<file path="src/rtl/soda_vend_ctrl_if.sv">
// Coin, request and status signals shared between the soda machine
// front panel (master) and the vending sequencer (slave).
interface soda_vend_ctrl_if;
  logic       coin_n;
  logic       coin_d;
  logic       coin_q;
  logic       select;
  logic       cancel;
  logic [3:0] credit;
  logic       dispense;
  logic       change_nickel;
  logic       coin_reject;
  logic       busy;
  logic [1:0] state;

  modport master (
    output coin_n, coin_d, coin_q, select, cancel,
    input  credit, dispense, change_nickel, coin_reject, busy, state
  );

  modport slave (
    input  coin_n, coin_d, coin_q, select, cancel,
    output credit, dispense, change_nickel, coin_reject, busy, state
  );
endinterface

</file>
<file path="src/rtl/soda_vend_ctrl.sv">
// Soda machine sequencer: collects coin credit in nickel units, vends once
// credit reaches the price, then pays back the remainder (or the whole
// credit on cancel) one nickel per cycle. Credit is capped at MAX_CREDIT
// so it always fits the single-digit display converter.
module soda_vend_ctrl #(
  parameter int PRICE      = 5,
  parameter int MAX_CREDIT = 9,
  parameter int VAL_N      = 1,
  parameter int VAL_D      = 2,
  parameter int VAL_Q      = 5
) (
  input  logic           clk,
  input  logic           rst,
  soda_vend_ctrl_if.slave bus
);

  typedef enum logic [1:0] {
    IDLE    = 2'b00,
    COLLECT = 2'b01,
    VEND    = 2'b10,
    CHANGE  = 2'b11
  } state_t;

  state_t     state_q, state_d;
  logic [3:0] credit_q, credit_d;
  logic       dispense_q, dispense_d;
  logic       change_nickel_q, change_nickel_d;
  logic       coin_reject_q, coin_reject_d;
  logic       busy_q, busy_d;

  logic [1:0] coin_cnt;
  logic       coin_any;
  logic [3:0] coin_val;
  logic [4:0] coin_sum;
  logic       coin_fits;
  logic       coin_accept;

  // Decode the coin inputs: a lone coin whose value still keeps credit within
  // MAX_CREDIT is a candidate for acceptance; the 5-bit sum cannot wrap.
  always_comb begin
    coin_cnt = {1'b0, bus.coin_n} + {1'b0, bus.coin_d} + {1'b0, bus.coin_q};
    coin_any = bus.coin_n | bus.coin_d | bus.coin_q;
    coin_val = 4'd0;
    if (bus.coin_n) begin
      coin_val = 4'(VAL_N);
    end else if (bus.coin_d) begin
      coin_val = 4'(VAL_D);
    end else if (bus.coin_q) begin
      coin_val = 4'(VAL_Q);
    end
    coin_sum  = {1'b0, credit_q} + {1'b0, coin_val};
    coin_fits = (coin_cnt == 2'd1) && (coin_sum <= 5'(MAX_CREDIT));
  end

  // Next-state and next-output logic; coins are only taken when the machine
  // stays in IDLE/COLLECT territory, every other coin is bounced.
  always_comb begin
    state_d     = state_q;
    credit_d    = credit_q;
    coin_accept = 1'b0;
    case (state_q)
      IDLE: begin
        if (coin_fits) begin
          coin_accept = 1'b1;
          credit_d    = coin_val;
          state_d     = COLLECT;
        end
      end
      COLLECT: begin
        if (bus.cancel) begin
          state_d = CHANGE;
        end else if (bus.select && (credit_q >= 4'(PRICE))) begin
          state_d = VEND;
        end else if (coin_fits) begin
          coin_accept = 1'b1;
          credit_d    = coin_sum[3:0];
        end
      end
      VEND: begin
        credit_d = credit_q - 4'(PRICE);
        state_d  = (credit_q > 4'(PRICE)) ? CHANGE : IDLE;
      end
      CHANGE: begin
        credit_d = credit_q - 4'd1;
        if (credit_q <= 4'd1) begin
          state_d = IDLE;
        end
      end
      default: begin
        state_d  = IDLE;
        credit_d = 4'd0;
      end
    endcase
    coin_reject_d   = coin_any && !coin_accept;
    dispense_d      = (state_d == VEND);
    change_nickel_d = (state_d == CHANGE);
    busy_d          = state_d[1];
  end

  // State, credit and all status outputs are held in flops.
  always_ff @(posedge clk or posedge rst) begin
    if (rst) begin
      state_q         <= IDLE;
      credit_q        <= 4'd0;
      dispense_q      <= 1'b0;
      change_nickel_q <= 1'b0;
      coin_reject_q   <= 1'b0;
      busy_q          <= 1'b0;
    end else begin
      state_q         <= state_d;
      credit_q        <= credit_d;
      dispense_q      <= dispense_d;
      change_nickel_q <= change_nickel_d;
      coin_reject_q   <= coin_reject_d;
      busy_q          <= busy_d;
    end
  end

  assign bus.credit        = credit_q;
  assign bus.dispense      = dispense_q;
  assign bus.change_nickel = change_nickel_q;
  assign bus.coin_reject   = coin_reject_q;
  assign bus.busy          = busy_q;
  assign bus.state         = state_q;

endmodule
</file>
<file path="src/flat_wrapper.sv">
// flat-port wrapper written by rule: the top's interface ports become plain ports
module soda_vend_ctrl_flat 
#(
  parameter int PRICE      = 5,
  parameter int MAX_CREDIT = 9,
  parameter int VAL_N      = 1,
  parameter int VAL_D      = 2,
  parameter int VAL_Q      = 5
)
  (clk, rst, bus_coin_n, bus_coin_d, bus_coin_q, bus_select, bus_cancel, bus_credit, bus_dispense, bus_change_nickel, bus_coin_reject, bus_busy, bus_state);
  soda_vend_ctrl_if bus_i ();
  input  logic clk;
  input  logic rst;
  input wire logic [$bits(bus_i.coin_n)-1:0] bus_coin_n;
  input wire logic [$bits(bus_i.coin_d)-1:0] bus_coin_d;
  input wire logic [$bits(bus_i.coin_q)-1:0] bus_coin_q;
  input wire logic [$bits(bus_i.select)-1:0] bus_select;
  input wire logic [$bits(bus_i.cancel)-1:0] bus_cancel;
  output wire logic [$bits(bus_i.credit)-1:0] bus_credit;
  output wire logic [$bits(bus_i.dispense)-1:0] bus_dispense;
  output wire logic [$bits(bus_i.change_nickel)-1:0] bus_change_nickel;
  output wire logic [$bits(bus_i.coin_reject)-1:0] bus_coin_reject;
  output wire logic [$bits(bus_i.busy)-1:0] bus_busy;
  output wire logic [$bits(bus_i.state)-1:0] bus_state;
  assign bus_i.coin_n = bus_coin_n;
  assign bus_i.coin_d = bus_coin_d;
  assign bus_i.coin_q = bus_coin_q;
  assign bus_i.select = bus_select;
  assign bus_i.cancel = bus_cancel;
  assign bus_credit = bus_i.credit;
  assign bus_dispense = bus_i.dispense;
  assign bus_change_nickel = bus_i.change_nickel;
  assign bus_coin_reject = bus_i.coin_reject;
  assign bus_busy = bus_i.busy;
  assign bus_state = bus_i.state;
  soda_vend_ctrl #(.PRICE(PRICE), .MAX_CREDIT(MAX_CREDIT), .VAL_N(VAL_N), .VAL_D(VAL_D), .VAL_Q(VAL_Q)) u_core (.clk(clk), .rst(rst), .bus(bus_i));
endmodule
</file>
<file path="config.mk">
export PLATFORM = sky130hd
export DESIGN_NAME = soda_vend_ctrl_flat
export DESIGN_NICKNAME = d
export VERILOG_FILES = /design/src/rtl/soda_vend_ctrl_if.sv /design/src/rtl/soda_vend_ctrl.sv /design/src/flat_wrapper.sv
export SDC_FILE = /design/constraint.sdc
export NUM_CORES = 1
export LEC_CHECK = 0
export ABC_CLOCK_PERIOD_IN_PS = 5900
export CAP_MARGIN = 40
export CORE_MARGIN = 2
export CORE_UTILIZATION = 50
export DETAILED_ROUTE_END_ITERATION = 6
export PLACE_DENSITY = 0.83
export SLEW_MARGIN = 0
export SYNTH_ARGS = -nofsm -noshare
export SYNTH_HDL_FRONTEND = slang
export SYNTH_SLANG_ARGS = --single-unit
</file>
<file path="constraint.sdc">
create_clock -name clk -period 5.9 [get_ports clk]
set_input_delay 1.18 -clock clk [delete_from_list [all_inputs] [get_ports clk]]
set_output_delay 1.18 -clock clk [all_outputs]
set_load 0.01 [all_outputs]
</file>
==> out/results.tsv <==
metric	value	unit
run_status	complete, no violations	
setup_violations	0	
synth_nets	98	
grt_start_max_net_pins	21	
reg2reg_from	u_core.bus.credit[0]	
routed_wl	1650	um
dieWidth	43.3	um
peakVddDrop	301	uV
place_area	932	um^2
reg2reg_to	u_core.bus.credit[2]	
min_period	3.59	ns
postCtsHoldBufs	0	
leakage	0.438	nW
final_common_cell	clkdlybuf4s50_1	
ys_ff_latch	9	
synth.distinct_cells	37	
overflow	0	
io_buffers	16	
grt.total_usage	0.214	
synthFlopType	dfrtp_1	
hold_violations	0	
clk_pin_slew	0.07	ns
drt_pass1_iterations	4	
power_density	534	nW/um^2
post_drt_via_cell_ratio	5.71	
drc	0	
fin_skew	0.00325	ns
cp-end-kind	flip-flop	
synth_seq_area_share	0.292	
diodes	0	
arrival	3.74	ns
async_flop_share	1.00	
clkLatencyLatePin	0.27	ns
cts_buffer_depth	2	
setup_tns	0	ns
post_cts_buffers	0	
slew_headroom	0.599	
pin_count	17	
synth_edf_count	0	
drv_slew	0	
worstSetupPathType	input pin to flip-flop	
netlist_area	772	um^2
grt_pass1_vias	640	
drt_iter0_markers	7	
reg2reg_slack	3.57	ns
fp.dieH	43.3	um
holdPathEnd	u_core.bus.credit[0]	
grt_pass1_wl	2870	um
wire_per_inst	14.2	um
fin_area	958	um^2
cp.required	6.05	ns
hold_start	u_core.bus.credit[0]	
cap_violations	0	
dp_hpwl	1190	um
yosysWarnings	0	
wl_met2	757	um
clockRootBuffer	clkbuf_4	
dr_wl_met3	41	um
ff2ff_path_depth	7	
clock-sinks	9	
antenna_found_initial	0	
rsz0062_at_grt	no	
vias	662	
hold_path.class	flip-flop to flip-flop	
worstHoldPathCells	3	
numCtsBuffers	3	
final_cell_mix	16 x clkdlybuf4s50_1, 9 x dfrtp_1, 8 x inv_1	
cp-startpoint	bus_coin_d	
htreeDepth	1	
core	1470	um^2
cts_resized	0	
cts_tree	yes	
min_period_over_period	0.608	
syn_inst	84	
avgSynthCellArea	9.19	um^2
fmax	279	MHz
critPathMaxFanout	8	
die_area	1870	um^2
routabilityCongestion	0.823	
drt-met1-wl	801	um
rows	14	
highest_layer	met4	
initial_core_util	0.525	
tightest_slew	0.602	ns
nets	115	
start_kind	input pin	
ant_nets	0	
syn2layout_area_growth	24.1	%
drive_gt1_frac	0.0700	
==> worst max-delay path: stages <==
cell and delay [ns]:
clkdlybuf4s50_1 0.55, inv_1 0.08, a21o_1 0.18, ha_1 0.21
fa_1 0.40, xor2_1 0.21, o21ai_1 0.13, o31ai_4 0.35
o21bai_1 0.12, mux2_1 0.33
==> report_power, final <==
group / leakage, nW / switching, mW / internal, mW
logic: 0.319 / 0.150 / 0.163
registers: 0.104 / 0.0592 / 0.0889
clock network: 0.0150 / 0.0243 / 0.0262
total: 0.438 / 0.233 / 0.279
==> final cells by class <==
| class | count | area (um^2) |
|---|---|---|
| Clock buffer | 4 | 26.3 |
| Timing Repair Buffer | 16 | 160 |
| Inverter | 8 | 30.0 |
| Tap cell | 16 | 20.0 |
| Fill cell | 135 | 513 |
| Sequential cell | 9 | 225 |
| Multi-Input combinational cell | 63 | 497 |
==> flip-flops by register name (all words and copies together) (netlist names) <==
| signal | flops |
|---|---|
| u_core.bus.coin_reject | 1 |
| u_core.bus.dispense | 1 |
| u_core.bus.busy | 1 |
| u_core.bus.credit | 4 |
| u_core.bus.state | 1 |
| u_core.bus.change_nickel | 1 |
==> metrics by stage <==
stage	setup slack (ns)	total power, mW	cells	util	hold slack [ns]
final	2.31	0.512	116	0.651	0.706
after global routing	2.17	0.562	116	0.651	0.767
after CTS	2.32	0.513	116	0.651	0.711
after detailed placement	2.04	0.461	112	0.634	0.697
after global placement	2.14	0.451	112	0.634	0.679
after floorplan	2.83	0.360	84	-	0.621
==> cell usage after synthesis (2+ instances only) <==
cell	n	area (um^2)
dfrtp_1	9	225
nand2b_1	3	18.8
mux2i_1	4	40.0
o21ai_0	5	25.0
fa_1	2	40.0
buf_1	2	7.51
ha_1	5	62.6
nand3_1	2	10.0
inv_1	8	30.0
a21o_1	4	30.0
a21oi_1	5	25.0
nand2_1	4	15.0
nor2_1	7	26.3
==> metal layers <==
layer	vias to the layer above	track usage
met5	-	0
met4	0	0.127
met3	4	0.0383
met2	10	0.310
met1	315	0.294
li1	333	-
==> kinds of logic (layout without fill, tap and decap cells) <==
logic type	Yosys count	count (layout)	synth area share
buffers and inverters	12	28	0.0648
AOI/OAI and AO/OA	28	28	0.285
and+or+nand+nor	21	21	0.136
adders and majority gates	7	7	0.133
muxes	5	5	0.0665
DFF	9	9	0.292
xor gates and xnor gates	2	2	0.0227
==> worst max path at each step <==
stage	endpoint	cells past startpoint
5_1_grt	u_core.bus.credit[2]	10
6_report	u_core.bus.credit[2]	10
3_5_place_dp	u_core.bus.credit[2]	10
4_1_cts	u_core.bus.credit[2]	10
3_3_place_gp	u_core.bus.credit[2]	10
2_1_floorplan	u_core.bus.credit[1]	9
Note: power is estimated with default switching activity, not from simulation.
